--- src/rtl/dmem_arb_pkg.sv ---
// dmem_arb_pkg: shared FSM type, error-data default and address range check for dmem_arbiter.
package dmem_arb_pkg;
  typedef enum logic [1:0] {IDLE, ISSUE, RESP} arb_state_e;
  localparam logic [31:0] ERR_DATA_DEFAULT = 32'hfa11_1eaf;
  function automatic logic addr_legal(input logic [31:0] addr, input int mem_bytes);
    return addr <= 32'(mem_bytes - 4);
  endfunction
endpackage

--- src/rtl/dmem_arbiter_rr_picker.sv ---
// rr_picker: combinational round-robin select, search starts at rr_i and wraps; excl_i masks requesters out.
module rr_picker #(
  parameter int NREQ = 2,
  parameter int IW = 1
) (
  input  logic [NREQ-1:0] req_i,
  input  logic [NREQ-1:0] excl_i,
  input  logic [IW-1:0]   rr_i,
  output logic            valid_o,
  output logic [NREQ-1:0] oh_o,
  output logic [IW-1:0]   idx_o
);
  logic [NREQ-1:0] cand, rot;
  int pos;
  assign cand = req_i & ~excl_i;
  assign rot = NREQ'({cand, cand} >> rr_i);
  // Scan from the far end so the candidate closest to rr_i is the last one written.
  always_comb begin
    valid_o = 1'b0;
    pos = 0;
    for (int i = NREQ - 1; i >= 0; i--)
      if (rot[i]) begin
        valid_o = 1'b1;
        pos = int'(rr_i) + i;
      end
    idx_o = IW'(pos >= NREQ ? pos - NREQ : pos);
  end
  assign oh_o = valid_o ? NREQ'(1) << idx_o : '0;
endmodule

--- src/rtl/dmem_arbiter.sv ---
// dmem_arbiter: round-robin IDLE/ISSUE/RESP sharing of a single-port data memory with address range checking.
// Define DMEM_ARB_LOCK_EN to add lock_i, which regrants a locked requester back-to-back.
module dmem_arbiter
  import dmem_arb_pkg::*;
#(
  parameter int          NREQ      = 2,
  parameter int          MEM_BYTES = 4096,
  parameter logic [31:0] ERR_DATA  = ERR_DATA_DEFAULT
) (
  input  logic               clk_i,
  input  logic               rst_i,
  input  logic [NREQ-1:0]    req_i,
  input  logic [NREQ-1:0]    we_i,
  input  logic [NREQ*32-1:0] addr_i,
  input  logic [NREQ*32-1:0] wdata_i,
`ifdef DMEM_ARB_LOCK_EN
  input  logic [NREQ-1:0]    lock_i,
`endif
  output logic [NREQ-1:0]    gnt_o,
  output logic [NREQ-1:0]    rvalid_o,
  output logic               err_o,
  output logic [31:0]        rdata_o,
  output logic               mem_req_o,
  output logic               mem_we_o,
  output logic [31:0]        mem_addr_o,
  output logic [31:0]        mem_wdata_o,
  input  logic [31:0]        mem_rdata_i
);
  localparam int IW = NREQ > 2 ? 2 : 1;
  arb_state_e state_q, state_d;
  logic [IW-1:0] w_q, w_d, rr_q, rr_d, p_idx, sel;
  logic [NREQ-1:0] woh_q, woh_d, excl, p_oh, sel_oh;
  logic we_q, we_d, legal_q, legal_d, lock_q, lock_d, p_valid, relock, take;
  logic [31:0] addr_q, addr_d, wdata_q, wdata_d;
  logic [31:0] addr_a [NREQ];
  logic [31:0] wdata_a [NREQ];
  for (genvar g = 0; g < NREQ; g++) begin : g_unpack
    assign addr_a[g] = addr_i[32*g +: 32];
    assign wdata_a[g] = wdata_i[32*g +: 32];
  end
  assign excl = state_q == RESP ? woh_q : '0;
  rr_picker #(.NREQ(NREQ), .IW(IW)) u_pick (
    .req_i  (req_i),
    .excl_i (excl),
    .rr_i   (rr_q),
    .valid_o(p_valid),
    .oh_o   (p_oh),
    .idx_o  (p_idx)
  );
`ifdef DMEM_ARB_LOCK_EN
  assign relock = state_q == RESP && lock_i[w_q] && req_i[w_q];
`else
  assign relock = 1'b0;
`endif
  assign sel = relock ? w_q : p_idx;
  assign sel_oh = relock ? woh_q : p_oh;
  assign take = state_q != ISSUE && (relock || p_valid);
  always_comb begin
    state_d = state_q;
    w_d = w_q;
    woh_d = woh_q;
    we_d = we_q;
    addr_d = addr_q;
    wdata_d = wdata_q;
    legal_d = legal_q;
    rr_d = rr_q;
    lock_d = lock_q;
    if (state_q == ISSUE) begin
      state_d = RESP;
      // A lock-regranted access leaves the rotation where it was.
      if (!lock_q) rr_d = w_q == IW'(NREQ - 1) ? '0 : w_q + 1'b1;
    end else if (take) begin
      state_d = ISSUE;
      w_d = sel;
      woh_d = sel_oh;
      we_d = we_i[sel];
      addr_d = addr_a[sel];
      wdata_d = wdata_a[sel];
      legal_d = addr_legal(addr_a[sel], MEM_BYTES);
      lock_d = relock;
    end else begin
      state_d = IDLE;
    end
  end
  always_ff @(posedge clk_i) begin
    if (rst_i) begin
      state_q <= IDLE;
      w_q <= '0;
      woh_q <= '0;
      we_q <= 1'b0;
      addr_q <= '0;
      wdata_q <= '0;
      legal_q <= 1'b0;
      rr_q <= '0;
      lock_q <= 1'b0;
    end else begin
      state_q <= state_d;
      w_q <= w_d;
      woh_q <= woh_d;
      we_q <= we_d;
      addr_q <= addr_d;
      wdata_q <= wdata_d;
      legal_q <= legal_d;
      rr_q <= rr_d;
      lock_q <= lock_d;
    end
  end
  assign gnt_o = state_q == ISSUE ? woh_q : '0;
  assign rvalid_o = state_q == RESP ? woh_q : '0;
  assign err_o = state_q == RESP && !legal_q;
  assign rdata_o = state_q != RESP || (legal_q && we_q) ? '0 : legal_q ? mem_rdata_i : ERR_DATA;
  assign mem_req_o = state_q == ISSUE && legal_q;
  assign mem_we_o = mem_req_o && we_q;
  assign mem_addr_o = mem_req_o ? addr_q : '0;
  assign mem_wdata_o = mem_req_o ? wdata_q : '0;
endmodule

--- config.mk ---
export PLATFORM = sky130hd
export DESIGN_NAME = dmem_arbiter
export DESIGN_NICKNAME = d
export VERILOG_FILES = /design/src/rtl/dmem_arb_pkg.sv /design/src/rtl/dmem_arbiter_rr_picker.sv /design/src/rtl/dmem_arbiter.sv
export SDC_FILE = /design/constraint.sdc
export NUM_CORES = 1
export LEC_CHECK = 0
export ABC_AREA = 0
export CORE_MARGIN = 2
export CORE_UTILIZATION = 35
export CTS_CLUSTER_DIAMETER = 50
export CTS_CLUSTER_SIZE = 10
export DETAILED_ROUTE_END_ITERATION = 16
export GPL_TIMING_DRIVEN = 0
export MAX_ROUTING_LAYER = met4
export PLACE_DENSITY = 0.83
export SLEW_MARGIN = 20
export SYNTH_ARGS = -nofsm -noshare
export SYNTH_HDL_FRONTEND = slang
export SYNTH_SLANG_ARGS = --single-unit
--- constraint.sdc ---
create_clock -name clk_i -period 3.9 [get_ports clk_i]
set_input_delay 0.585 -clock clk_i [delete_from_list [all_inputs] [get_ports clk_i]]
set_output_delay 0.585 -clock clk_i [all_outputs]
set_load 0.005 [all_outputs]
==> flow_metrics.py, run 1 <==
metrics = {
    "logic_synthesis": {
        "synth_top_cell_by_area": "dfxtp_1",
        "yosysWarnings": 0,
        "synthArstFlopShare_pct": 0,
        "avgSynthCellArea_um2": 7.40,
        "synth_nets": 706,
        "synthFlopType": "dfxtp_1",
        "yosysMostFrequentCell": "nand2_1",
        "syn_area_um2": 3990,
        "synth-edff-count": 0,
        "synth_area_leaders": "dfxtp_1 (36%), a311oi_1 (14%), and3_1 (12%)",
        "ys_ff_latch": 72,
        "ys_seq_area_share_pct": 36.1,
        "synth_top_cell_area_share_pct": 36.1,
        "synthCells": 540,
        "synth_cell_types": 32,
        "synth_common_cells": "nand2_1 (131), and3_1 (79), dfxtp_1 (72)",
    },
    "pwr": {
        "p_per_area_nw_per_um2": 318,
        "p_sw_uw": 650,
        "intPower_uw": 1620,
        "leakage_uw": 0.00313,
        "swShare_pct": 28.7,
        "pwr-share-clk_pct": 33.4,
        "total_power_uw": 2270,
        "vdd_drop_max_mv": 0.175,
        "power_frac_seq_pct": 39.1,
        "pwr-share-comb_pct": 27.5,
    },
    "timing": {
        "worst_pin_slew_ns": 0.672,
        "rsz0062_at_grt": "no",
        "hold_viol": 0,
        "setup_tns_ns": 0,
        "setup_viol": 0,
        "drv_slew": 0,
        "fin_crit_sh_pct": 81.7,
        "skew_ns": 0.00829,
        "post-route-min-period_ns": 3.19,
        "layout_setup_ws_ns": 0.714,
        "slew_headroom_pct": 55.0,
        "hold_slack_ns": 0.441,
        "fmax_ghz": 0.314,
    },
    "critical_path": {
        "reg2reg_depth": 6,
        "required_ns": 3.31,
        "arrival_ns": 2.60,
        "regToRegEndpoint": "addr_q[28]$_SDFFE_PP0P_",
        "r2r_start": "state_q[0]$_SDFF_PP0_",
        "crit_path_max_fanout": 10,
        "endpoint_kind": "output port",
        "rrSetupSlack_ns": 1.98,
        "crit_path_start_kind": "register",
        "critPathKind": "reg -> out",
    },
    "die": {
        "io_pins": 269,
        "core_area_um2": 11300,
        "die_h_um": 111,
        "initial_utilization_pct": 35.4,
        "row_count": 39,
        "dieArea_um2": 12300,
        "dieWidth_um": 111,
    },
    "routing": {
        "drtIter0Drc": 296,
        "drt_wl_total_um": 16900,
        "vias": 5259,
        "drt_pass1_iterations": 5,
        "vias_per_cell": 5.45,
        "drc_errors": 0,
        "post_drt_wl_per_cell_um": 17.5,
        "ant_nets": 0,
    },
    "placed_design": {
        "dp.final_hpwl_um": 13400,
        "dp.cells": 950,
        "place_congestion": 0.927,
        "portBuffers": 267,
        "dp_slack_ns": 1.03,
    },
    "cells_and_area": {
        "fill_cells": 971,
        "final_net_count": 984,
        "synthToLayoutAreaGrowth_pct": 78.1,
        "n_antenna_cell": 0,
        "drive_gt1_share_pct": 4.26,
        "final_cells": 965,
    },
    "grt": {
        "grt_pass1_wl_um": 26000,
        "track_usage_pct": 27.0,
        "grt_max_degree": 11,
        "grt_pass1_vias": 5220,
        "grt_overflow": 0,
        "antenna_found_initial": 0,
    },
    "clocking": {
        "cts-resized-gates": 0,
        "clockBufferDepth": 2,
        "postCtsHoldBufs": 0,
        "postCtsSetupRepairBufs": 0,
        "path_clk_slew_ns": 0.05,
        "clock_latency_ns": 0.33,
        "clock-sinks": 72,
        "cts_made_buffers": 9,
        "cts_htree_levels": 3,
        "clockRootBuffer": "clkbuf_16",
        "cts_tree": "yes",
    },
    "min_path": {
        "hold_path_depth": 1,
        "min_from": "w_q$_SDFFE_PP0P_",
        "hp-class": "reg -> reg",
        "whs_endpoint": "rr_q$_SDFFE_PP0P_",
    },
    "run_status": {
        "run_status": "finished clean",
    },
    "job": {
        "cap_violations": 0,
    },
}
[power groups by stage]
stage / sequential [µW] / clock, µW / combinational, µW
final: 885 / 756 / 624
after detailed placement: 899 / 0 / 618
after global routing: 894 / 790 / 678
after CTS: 883 / 757 / 621
after floorplan: 883 / 0 / 304
after global placement: 893 / 0 / 602
[worst max-delay path by stage]
stage / start / end / slack, ns / cells past startpoint
global placement: legal_q$_SDFFE_PP0P_ / rdata_o[29] / 1.06 / 5
detailed placement: legal_q$_SDFFE_PP0P_ / rdata_o[28] / 1.03 / 5
floorplan: legal_q$_SDFFE_PP0P_ / rdata_o[11] / 2.01 / 4
global route: legal_q$_SDFFE_PP0P_ / rdata_o[27] / 0.54 / 5
CTS: legal_q$_SDFFE_PP0P_ / rdata_o[28] / 0.67 / 5
finish: legal_q$_SDFFE_PP0P_ / rdata_o[27] / 0.71 / 5
[placed cells by master, fill, tap and decap left out, drive strengths merged]
master           n
a31oi            1
nor3b            1
or3              2
dfxtp           72
a311oi          65
o311a            1
nand4            6
nand2b           4
nor2            69
nand3            1
o311ai           1
a21oi            3
nand2          131
clkdlybuf4s50  267
and2             3
and3            79
o21ai            1
a21o            18
o32ai            1
clkbuf          49
and3b            1
inv              3
nor3             1
nor4            10
a2bb2oi          1
a211oi           1
nor2b            3
nand3b           1
o211ai           2
buf             24
[kinds of logic after synthesis]
kind of cell,after synthesis,synth area share [%]
simple gates,312,36.4
buf+inv,61,7.27
compound gates,95,20.2
flops,72,36.1
[flip-flops by register name, summed over array words and instances (netlist names)]
| register | flops |
|---|---|
| addr_q | 32 |
| wdata_q | 32 |
| state_q | 2 |
| woh_q | 2 |
| legal_q | 1 |
| rr_q | 1 |
| w_q | 1 |
| we_q | 1 |
[through the flow]
step                cell area, µm²  util (%)
CTS                           7110      63.1
finish                        7110      63.1
floorplan                     3990         -
global route                  7110      63.1
detailed placement            6850      60.7
global placement              6850      60.7
[routing by layer]
layer | up-vias | share of wire, % | track usage [%]
met5 | - | 0 | -
met4 | 0 | 3.8 | 12.4
met3 | 40 | 8.3 | 5.74
met2 | 278 | 51 | 48.8
met1 | 2457 | 37 | 28.1
li1 | 2484 | - | -
[worst max-delay path: stages, from the launching register on]
cell	delay (ns)
dfxtp_1	0.29
clkbuf_1	0.27
nor2_1	0.62
clkbuf_1	0.41
a21o_1	0.13
clkdlybuf4s50_1	0.54
[final cells by class]
type	count	area (µm²)	area share (%)
timing repair buffer	267	2670	37.6
multi-input combinational	407	2260	31.8
inverter	3	11.3	0.158
sequential	72	1440	20.3
tap	143	179	2.52
clock buffer	15	268	3.76
buffer	58	279	3.92
(Power assumes the default switching activity.)
==> inputs of run 2 (changes only) <==
Settings changed: CORE_UTILIZATION 35 to 33, PLACE_DENSITY 0.83 to 0.82.
Clock period 3.9 ns to 2.63 ns, I/O delays scaled along.
==> flow_metrics.py, run 2 (synthesized netlist as in run 1, its figures left out) <==
metrics = {
    "cells_and_area": {
        "biggestRegsByFlops": "addr_q: 32 flops, wdata_q: 32 flops",
        "final_net_count": 984,
        "drive_gt1_share_pct": 6.32,
        "mostFrequentLayoutCells": "clkdlybuf4s50_1 (267), nand2_1 (131), and3_1 (79)",
        "final_common_cell": "clkdlybuf4s50_1",
        "n_antenna_cell": 0,
        "final_cells": 970,
        "synthToLayoutAreaGrowth_pct": 81.2,
    },
    "placed_design": {
        "portBuffers": 267,
        "place_congestion": 0.890,
        "dp.cells": 954,
        "dp.final_hpwl_um": 12800,
    },
    "clocking": {
        "cts_made_buffers": 9,
        "path_clk_slew_ns": 0.06,
        "cts_htree_levels": 3,
        "clock-sinks": 72,
        "cts_tree": "yes",
        "clock_latency_ns": 0.34,
        "clockRootBuffer": "clkbuf_16",
        "clockBufferDepth": 2,
    },
    "min_path": {
        "hold_path_depth": 1,
        "hp-class": "reg -> reg",
        "min_from": "w_q$_SDFFE_PP0P_",
        "whs_endpoint": "rr_q$_SDFFE_PP0P_",
    },
    "routing": {
        "drtIter0Drc": 250,
        "drc_errors": 0,
        "vias_per_cell": 5.33,
        "drt_pass1_iterations": 5,
        "ant_nets": 0,
        "drt_wl_total_um": 16700,
        "post_drt_wl_per_cell_um": 17.2,
        "vias": 5166,
    },
    "timing": {
        "setup_viol": 0,
        "hold_viol": 0,
        "worst_pin_slew_ns": 0.533,
        "drv_slew": 0,
        "slew_headroom_pct": 64.1,
        "post-route-min-period_ns": 2.50,
        "skew_ns": 0.00710,
        "setup_tns_ns": 0,
        "fin_crit_sh_pct": 95.2,
        "rsz0062_at_grt": "no",
        "hold_slack_ns": 0.436,
        "fmax_ghz": 0.399,
    },
    "grt": {
        "grt_pass1_wl_um": 25200,
        "busiest_layer": "met2",
        "track_usage_pct": 25.6,
        "gr-usage-met2_pct": 44.6,
        "globalRouteMet3Util_pct": 5.05,
        "grt_pass1_vias": 5090,
        "grt_overflow": 0,
        "antenna_found_initial": 0,
        "gr-usage-met1_pct": 28.0,
        "grt_max_degree": 13,
    },
    "critical_path": {
        "endpoint_kind": "output port",
        "arrival_ns": 2.11,
        "regToRegEndpoint": "wdata_q[16]$_SDFFE_PP0P_",
        "cpMaxStageDelayCell": "clkdlybuf4s50_1",
        "required_ns": 2.24,
        "rrSetupSlack_ns": 0.65,
        "crit_path_start_kind": "register",
        "max_stage_delay_ns": 0.55,
        "reg2reg_depth": 6,
        "critPathKind": "reg -> out",
        "crit_chain": "nand2b_1 -> nor2_4 -> buf_2 -> a21o_1 -> clkdlybuf4s50_1",
        "crit_path_max_fanout": 10,
        "r2r_start": "state_q[0]$_SDFF_PP0_",
    },
    "pwr": {
        "vdd_drop_max_mv": 0.321,
        "leakage_uw": 0.00320,
        "p_per_area_nw_per_um2": 510,
    },
    "die": {
        "io_pins": 269,
        "dieArea_um2": 13000,
        "core_area_um2": 11900,
        "die_h_um": 114,
        "row_count": 40,
        "initial_utilization_pct": 33.5,
        "dieWidth_um": 114,
    },
    "run_status": {
        "run_status": "finished clean",
    },
    "job": {
        "cap_violations": 0,
    },
}
## run 2: area by class of cell
| type | count | area [µm²] |
|---|---|---|
| Tap cell | 147 | 184 |
| Timing Repair Buffer | 268 | 2680 |
| Inverter | 3 | 11.3 |
| Clock buffer | 11 | 253 |
| Clock inverter | 5 | 103 |
| Sequential cell | 72 | 1440 |
| Fill cell | 1069 | 4680 |
| Buffer | 57 | 285 |
| Multi-Input combinational cell | 407 | 2280 |
## run 2: worst max path at each step
stage | from | to | slack (ns)
final | state_q[0]$_SDFF_PP0_ | rdata_o[9] | 0.13
after global routing | state_q[0]$_SDFF_PP0_ | mem_addr_o[16] | 0.002
after CTS | state_q[0]$_SDFF_PP0_ | rdata_o[2] | 0.04
after detailed placement | legal_q$_SDFFE_PP0P_ | rdata_o[30] | -0.04
after global placement | legal_q$_SDFFE_PP0P_ | rdata_o[30] | -0.04
after floorplan | legal_q$_SDFFE_PP0P_ | rdata_o[11] | 0.93
## run 2: per-stage QoR
step | utilization [%] | total power [µW] | cell area (µm²) | setup WS, ns
after floorplan | - | 1760 | 3990 | 0.929
after global placement | 57.5 | 2230 | 6850 | -0.0400
after detailed placement | 57.5 | 2240 | 6850 | -0.0394
after CTS | 60.6 | 3710 | 7220 | 0.0417
after global routing | 60.7 | 3870 | 7240 | 0.00232
final | 60.7 | 3690 | 7240 | 0.126
## run 2: worst max-delay path, delay by kind of cell (launching register included)
kind | cells | cell delay [ns]
buffers and inverters | 2 | 0.80
AND/OR/NAND/NOR | 2 | 0.50
flip-flops | 1 | 0.32
AO/OA/AOI/OAI | 1 | 0.15
## run 2: repair_timing
item                                    in CTS  in global routing
buffers inserted                             0                  1
resized for setup                            7                 12
hold buffers                                 0                  0
pin swaps                                    0                  1
gates cloned                                 0                  0
hold endpoints to repair                     0                  0
endpoints found under the setup margin      64                 38
## run 2: per-layer routing
metal | vias to the layer above | share of wire (%)
met5 | - | 0
met4 | 0 | 3.6
li1 | 2492 | -
met1 | 2375 | 39
met2 | 258 | 50
met3 | 41 | 7.6
## run 2: power by group
part	switching, µW	internal, µW	leakage (µW)
logic	448	474	0.00243
clock network	485	977	0.000172
registers	70.0	1240	0.000599
==> inputs of run 3 (changes only) <==
Settings changed: CORE_UTILIZATION 33 to 36, HOLD_SLACK_MARGIN from default to 0.06, PLACE_DENSITY 0.82 to 0.85.
Clock period 2.63 ns to 2.66 ns, I/O delays scaled along.
==> flow_metrics.py, run 3 (synthesized netlist as in run 1, its figures left out) <==
metrics = {
    "die": {
        "dieArea_um2": 12000,
        "die_h_um": 109,
        "dieWidth_um": 109,
        "row_count": 38,
        "initial_utilization_pct": 36.8,
        "io_pins": 269,
        "core_area_um2": 10800,
    },
    "placed_design": {
        "dp.final_hpwl_um": 13500,
        "dp_slack_ns": -0.0912,
        "portBuffers": 267,
        "dp.cells": 947,
        "place_congestion": 0.931,
    },
    "timing": {
        "hold_viol": 0,
        "skew_ns": 0.00671,
        "fin_crit_sh_pct": 96.4,
        "drv_slew": 0,
        "layout_setup_ws_ns": 0.0953,
        "setup_tns_ns": 0,
        "setup_viol": 0,
        "post-route-min-period_ns": 2.56,
        "slew_headroom_pct": 64.8,
        "fmax_ghz": 0.390,
        "worst_pin_slew_ns": 0.528,
    },
    "min_path": {
        "hp-class": "reg -> reg",
    },
    "clocking": {
        "clockBufferDepth": 2,
        "cts_tree": "yes",
        "cts_made_buffers": 9,
        "path_clk_slew_ns": 0.07,
        "clockRootBuffer": "clkbuf_8",
        "clock-sinks": 72,
        "postCtsHoldBufs": 0,
        "cts_htree_levels": 3,
        "clock_latency_ns": 0.35,
    },
    "critical_path": {
        "max_stage_delay_ns": 0.56,
        "cp.buffers_inverters": 2,
        "critPathKind": "reg -> out",
        "endpoint_kind": "output port",
        "crit_chain": "nand2b_1 -> nor2_4 -> clkbuf_2 -> a21o_1 -> clkdlybuf4s50_1",
        "crit_path_max_fanout": 10,
        "crit_family": "buffers and inverters",
        "arrival_ns": 2.17,
        "cpMaxStageDelayCell": "clkdlybuf4s50_1",
        "crit_path_start_kind": "register",
        "required_ns": 2.26,
    },
    "cells_and_area": {
        "n_antenna_cell": 0,
        "synthToLayoutAreaGrowth_pct": 76.9,
        "fin_util_pct": 65.2,
        "final_common_cell": "clkdlybuf4s50_1",
        "final_net_count": 986,
        "final_cells": 965,
        "mostFrequentLayoutCells": "clkdlybuf4s50_1 (267), nand2_1 (131), and3_1 (79)",
        "drive_gt1_share_pct": 6.18,
        "biggestRegsByFlops": "addr_q: 32 flops, wdata_q: 32 flops",
    },
    "grt": {
        "grt_max_degree": 12,
        "grt_pass1_wl_um": 24500,
        "grt_overflow": 0,
        "track_usage_pct": 27.3,
        "grt_pass1_vias": 5149,
        "antenna_found_initial": 0,
    },
    "routing": {
        "ant_nets": 0,
        "drc_errors": 0,
        "vias_per_cell": 5.49,
        "post_drt_wl_per_cell_um": 17.7,
        "vias": 5300,
        "drt_pass1_iterations": 5,
        "drt_wl_total_um": 17100,
        "drtIter0Drc": 299,
    },
    "pwr": {
        "leakage_uw": 0.00313,
        "total_power_uw": 3070,
        "p_per_area_nw_per_um2": 434,
        "vdd_drop_max_mv": 0.231,
    },
    "run_status": {
        "run_status": "finished clean",
    },
    "job": {
        "cap_violations": 0,
    },
}
-- run 3: routing by layer --
| metal | global-route usage, % | vias up | wire length, µm |
|---|---|---|---|
| met5 | - | - | 0 |
| met4 | 12.7 | 0 | 574 |
| met3 | 4.86 | 49 | 1330 |
| met2 | 51.3 | 272 | 8910 |
| met1 | 27.1 | 2483 | 6240 |
| li1 | - | 2496 | - |
-- run 3: worst register-to-register path, stage by stage, from the launching register on --
cell and delay (ns):
dfxtp_1 0.35, nand2b_1 0.31, o21ai_1 0.12, a21oi_1 0.19
buf_2 0.25, clkbuf_1 0.45, a311oi_1 0.21
-- run 3: area by class of cell --
cell class | count | area [µm²]
Multi-Input combinational cell | 407 | 2280
Timing Repair Buffer | 270 | 2700
Clock buffer | 12 | 135
Tap cell | 140 | 175
Sequential cell | 72 | 1440
Fill cell | 918 | 3770
Inverter | 3 | 11.3
Clock inverter | 4 | 45.0
Buffer | 57 | 285
-- run 3: final timing paths --
path	start	to	slack (ns)	cells after the start
setup reg to reg	state_q[0]$_SDFF_PP0_	wdata_q[11]$_SDFFE_PP0P_	0.64	6
hold reg to reg	w_q$_SDFFE_PP0P_	rr_q$_SDFFE_PP0P_	0.46	1
hold / removal	w_q$_SDFFE_PP0P_	rr_q$_SDFFE_PP0P_	0.46	1
setup / recovery	state_q[0]$_SDFF_PP0_	rdata_o[27]	0.1	5
-- run 3: timing repair --
item	4_1_cts	5_1_grt
gates resized for setup	6	12
pin swaps	0	1
hold endpoints to repair	0	0
setup buffers	0	3
setup endpoints to repair	31	60
-- run 3: stage by stage --
stage	hold slack (ns)	instance area [µm²]
after floorplan	0.414	3990
after global placement	0.421	6840
after detailed placement	0.440	6840
after CTS	0.450	7030
after global routing	0.493	7070
final	0.456	7070
-- run 3: where the power goes --
part,internal [µW],switching (µW),total (µW)
registers,1220,72.8,1300
clock network,430,413,843
logic,471,457,928
==> edit 1, RTL diff (flow settings as in run 2) <==
Put a register stage on the output `err_o`, with the module's reset. The value now appears one clock later. The other outputs are not delayed to match.
--- a/src/rtl/dmem_arbiter.sv
+++ b/src/rtl/dmem_arbiter.sv
@@ -107,7 +107,13 @@
   end
   assign gnt_o = state_q == ISSUE ? woh_q : '0;
   assign rvalid_o = state_q == RESP ? woh_q : '0;
-  assign err_o = state_q == RESP && !legal_q;
+  always_ff @(posedge clk_i) begin
+    if (rst_i) begin
+      err_o <= '0;
+    end else begin
+      err_o <= state_q == RESP && !legal_q;
+    end
+  end
   assign rdata_o = state_q != RESP || (legal_q && we_q) ? '0 : legal_q ? mem_rdata_i : ERR_DATA;
   assign mem_req_o = state_q == ISSUE && legal_q;
   assign mem_we_o = mem_req_o && we_q;
Behaviour: not the same (a bounded check fails within 4 cycles, from zero or initial values and one cycle with rst_i high).
==> edit 1 against run 2 <==
- sequential cell count is 1 higher
- setup slack worse by 0.012 ns
- routed wire length down 5.9%
- synthesized area up 1.5%
- critical endpoint is now mem_wdata_o[18]
- maximum frequency shrank 0.49%
- largest power group is now sequential cells
- power fell by 4.5%
- non-clock buffer count fell by 10
- core utilization down 0.49 points
- critical path type unchanged
- register-to-register slack worse by 0.18 ns
- cell area about the same
==> edit 1: results (changes against run 2) <==
run_status:
  status: "complete, no violations"
sta:
  finClkSkew_ns: 0.005737  # -0.001367 ns
  tightest_slew_ns: 0.6095  # +0.07625 ns
  tns_ns: 0  # unchanged
  worst_slack_ns: 0.1137  # -0.01231 ns
power:
  switching_power_mw: 1.025  # +2.1%
  ir_drop_mv: 0.3580  # +12%
  comb_power_share: 0.278  # +0.028
  power.leakage_nw: 3.263  # +2.0%
  power_frac_seq: 0.377  # +0.023
  seq-power_mw: 1.33
floorplan:
  row_count: 40  # unchanged
placed_design:
  gp_congestion: 0.8979  # +0.84%
  dp_cells: 899  # -5.8%
  pre_cts_ws_ns: 0.07230  # +0.1117 ns
  place_area_um2: 6910  # +0.88%
  port_buffers: 267  # unchanged
  dpl.hpwl_mm: 12.61  # -1.8%
finish:
  fin_cells: 915  # -5.7%
  num-fill-cells: 1057  # -1.1%
  nets: 929  # -5.6%
  antennaDiodeCount: 0  # unchanged
  final_layout_size_suffix_gt1_frac: 0.05859  # -0.004590
  reg.largest.list: "addr_q (32), wdata_q (32)"
critical_path:
  reg2reg_to: "wdata_q[3]"
  critPathMaxStageDelay_ns: 0.52  # -0.03 ns
  worstPathArrival_ns: 2.12
  critical_path.max_fanout: 10  # unchanged
  r2r_slack_ns: 0.47  # -0.18 ns
  crit_end: "mem_wdata_o[18]"
  crit_family: "buffers and inverters"
  r2r_cells: 6  # unchanged
  cp-startpoint: "state_q[0]"
  cp_slowest_cell: "clkdlybuf4s50_1"
grt:
  track_usage: 0.2358  # -0.01981
  grt_max_degree: 14  # +1
  gr-total-overflow: 0  # unchanged
  grt_pass1_vias: 4759  # -6.5%
  grt_pass1_wl_mm: 23.54  # -6.7%
detailed_routing:
  vias: 4739  # -8.3%
  drt_iter0_drc: 226  # -9.6%
  wl_per_cell_um: 17.15  # -0.26%
  first_pass_iters: 4  # -1
clock_network:
  clockBufferDepth: 2  # unchanged
  clk_latency_ns: 0.32  # -0.02 ns
  clock-root-buffer: "clkbuf_16"
  numCtsBuffers: 9  # unchanged
  clk_pin_slew_ns: 0.06  # about the same
synthesis:
  synthTopCellsByCount: "dfxtp_1, nor2_1, a211oi_1"
  async_reset_ff_frac: 0  # unchanged
  syn-num-nets: 651  # -7.8%
  syn_inst: 485  # -10%
  yosysSeqAreaShare: 0.3605  # -0.0004084
  ys_top_cells_by_area: "dfxtp_1, mux2i_1, a211oi_1, and3_1, nor2_1"
  yosysWarnings: 0  # unchanged
min_path:
  hp-class: "reg2reg"
  min_from: "w_q"
-- edit 1: changes by cell type after synthesis, sizes merged, moves of 17 or more --
| cell | change |
|---|---|
| nand2 | -128 |
| a211oi | +66 |
| a311oi | -65 |
| mux2i | +65 |
| a21o | -17 |
| a21oi | +17 |
-- edit 1: cell families after synthesis --
kind of cell           synth area share
multiplexers                     0.1605
buffers and inverters           0.06667
AND/OR/NAND/NOR                  0.2432
flip-flops                       0.3605
AO/OA/AOI/OAI                    0.1691
-- edit 1: layout make-up --
| class | count | area [um^2] | area share |
|---|---|---|---|
| Buffer | 48 | 226.5 | 0.03129 |
| Clock buffer | 10 | 229.0 | 0.03163 |
| Clock inverter | 6 | 67.56 | 0.009334 |
| Inverter | 17 | 63.81 | 0.008816 |
| Multi-Input combinational cell | 347 | 2333 | 0.3224 |
| Sequential cell | 73 | 1461 | 0.2019 |
| Tap cell | 147 | 183.9 | 0.02541 |
| Timing Repair Buffer | 267 | 2673 | 0.3692 |
-- edit 1: how the worst min path moves through the flow --
| stage | endpoint | slack [ns] | depth (start not counted) |
|---|---|---|---|
| after floorplan | rr_q | 0.41 | 1 |
| after global placement | rr_q | 0.42 | 1 |
| after detailed placement | rr_q | 0.44 | 1 |
| after CTS | rr_q | 0.44 | 1 |
| after global routing | rr_q | 0.45 | 1 |
| final | rr_q | 0.43 | 1 |
-- edit 1: repair_timing --
action,4_1_cts,5_1_grt
resized for setup,7,21
setup buffers,0,0
endpoints found under the setup margin,96,77
-- edit 1: per-layer routing --
metal / wire length, um / vias up / GRT usage
met5: 0 / - / -
met1: 5917 / 2186 / 0.2508
met2: 8208 / 215 / 0.4276
met3: 1220 / 24 / 0.05113
li1: - / 2314 / -
met4: 344 / 0 / 0.08916
==> edit 2, RTL diff (config.mk and constraints of run 2) <==
Without the edit above. `NREQ` is set to 2 in 2 places; all go to 1.
--- a/src/rtl/dmem_arbiter_rr_picker.sv
+++ b/src/rtl/dmem_arbiter_rr_picker.sv
@@ -1,6 +1,6 @@
 // rr_picker: combinational round-robin select, search starts at rr_i and wraps; excl_i masks requesters out.
 module rr_picker #(
-  parameter int NREQ = 2,
+  parameter int NREQ = 1,
   parameter int IW = 1
 ) (
   input  logic [NREQ-1:0] req_i,
--- a/src/rtl/dmem_arbiter.sv
+++ b/src/rtl/dmem_arbiter.sv
@@ -3,7 +3,7 @@
 module dmem_arbiter
   import dmem_arb_pkg::*;
 #(
-  parameter int          NREQ      = 2,
+  parameter int          NREQ      = 1,
   parameter int          MEM_BYTES = 4096,
   parameter logic [31:0] ERR_DATA  = ERR_DATA_DEFAULT
 ) (
Ports: changed (6 resized); port bits go from 269 to 201. The function was not compared with the original's and may differ.
==> edit 2 against run 2 <==
- critical path depth shrank 1
- first-iteration DRC count grew 28%
- sequential power shrank 13%
- cell area shrank 14%
- setup slack lost 0.018 ns
- count of clock-buffer cells in the layout grew 3
- power shrank 25%
- non-clock buffer count shrank 54
- sequential cell count shrank 3
- routed wire length shrank 8.9%
- global-route usage shrank 1.1 points
- synthesized area shrank 6.0%
- clock power shrank 22%
- largest power group is now sequential cells
==> edit 2: results (changes against run 2) <==
grt:
  track_usage: 0.2445  # -0.01107
  grt_max_degree: 11  # -2
  use_met3: 0.04830  # -0.002180
  grt_pass1_wl_mm: 23.99  # -4.9%
  use_met1: 0.2927  # +0.01269
  use_met2: 0.4098  # -0.03661
placed_design:
  place_area_um2: 5909  # -14%
  dp_cells: 803  # -16%
  dpl.hpwl_mm: 11.56  # -10%
finish:
  reg.largest.list: "addr_q (32), wdata_q (32), state_q (2)"
  final_layout_size_suffix_gt1_frac: 0.08702  # +0.02384
  nets: 774  # -21%
  fin_util: 0.5650  # -0.04241
  num-fill-cells: 1008  # -5.7%
detailed_routing:
  vias: 4716  # -8.7%
  wl_mm: 15.19  # -8.9%
  viasPerCell: 5.765  # +8.3%
  first_pass_iters: 7  # +2
critical_path:
  r2r_slack_ns: 1.11  # +0.46 ns
  worstPathArrival_ns: 2.13  # +0.02 ns
  reg2reg_to: "wdata_q[2]"
  critPathMaxStageDelay_ns: 0.52  # -0.03 ns
clock_network:
  clk_latency_ns: 0.32  # -0.02 ns
  clockBufferDepth: 2  # unchanged
min_path:
  min_from: "addr_q[13]"
  min_path_cells: 2  # +1
  holdPathEnd: "addr_q[13]"
power:
  power.leakage_nw: 2.744  # -14%
  ir_drop_mv: 0.2607  # -19%
synthesis:
  syn-num-nets: 565  # -20%
  ys_top_cells_by_area: "dfxtp_1, and3_1, o31ai_1, nand4_1, a21oi_1"
  synthTopCellsByCount: "and3_1, dfxtp_1, a21oi_1, nand4_1, o31ai_1"
  synth_cell_types: 26  # -19%
  synth_area_per_cell_um2: 8.070  # +9.1%
  yosysSeqAreaShare: 0.3681  # +0.007220
sta:
  finClkSkew_ns: 0.003859  # -0.003244 ns
run_status:
  status: "complete, no violations"
==> edit 2: changes by cell type after synthesis, sizes merged, moves of 18 or more <==
cell,before,now
a21oi,3,68
a311oi,65,0
buf,24,42
nand2,131,1
nand4,6,68
nor2,69,5
o31ai,0,65
==> edit 2: worst max path at each step <==
stage                           from              end  depth (start not counted)  slack [ns]
final                        legal_q   mem_addr_o[15]                          4        0.11
after global routing      state_q[0]  mem_wdata_o[25]                          5       0.009
after CTS                 state_q[0]    mem_addr_o[8]                          6        0.02
after detailed placement     legal_q      rdata_o[24]                          4        0.20
after global placement       legal_q      rdata_o[24]                          4        0.19
after floorplan           state_q[0]    mem_addr_o[0]                          5        1.15
==> edit 2: cell families after synthesis <==
logic type,count (synthesis),share of synthesized area
compound gates,152,0.2614
simple gates,168,0.2764
flops,69,0.3681
buf+inv,76,0.09403
==> edit 2: tightest hold or removal path: stages (launching register included) <==
cell     delay [ns]
dfxtp_1        0.30
o31ai_1        0.06
a21oi_1        0.06
==> edit 2: metal layers <==
layer | routed length (um) | vias up
li1 | - | 2212
met1 | 6188 | 2233
met2 | 7443 | 239
met3 | 1110 | 32
met4 | 448 | 0
met5 | 0 | -
==> edit 2: power breakdown <==
| group | switching [mW] | internal, mW | leakage [nW] |
|---|---|---|---|
| Clock | 0.427 | 0.710 | 0.139 |
| Sequential | 0.0317 | 1.11 | 0.567 |
| Combinational | 0.232 | 0.253 | 2.04 |
==> edit 2: cell type report <==
class	instances	area share
inverters	3	0.001815
multi-input cells	320	0.3252
repair buffers	198	0.3194
plain buffers	73	0.05786
well taps	140	0.02823
flip-flops and latches	69	0.2226
clock buffers	14	0.04415
clock inverters	1	0.0008065
==> edit 2: what timing repair did <==
action	CTS	global route
hold buffers	0	0
endpoints found under the hold margin	0	0
setup endpoints to repair	64	80
resized for setup	3	8
==> edit 2: stage by stage <==
step	hold WS [ns]	worst slack [ns]
after floorplan	0.4438	1.155
after global placement	0.4507	0.1883
after detailed placement	0.4568	0.1983
after CTS	0.4643	0.01798
after global routing	0.4896	0.009379
final	0.4638	0.1080
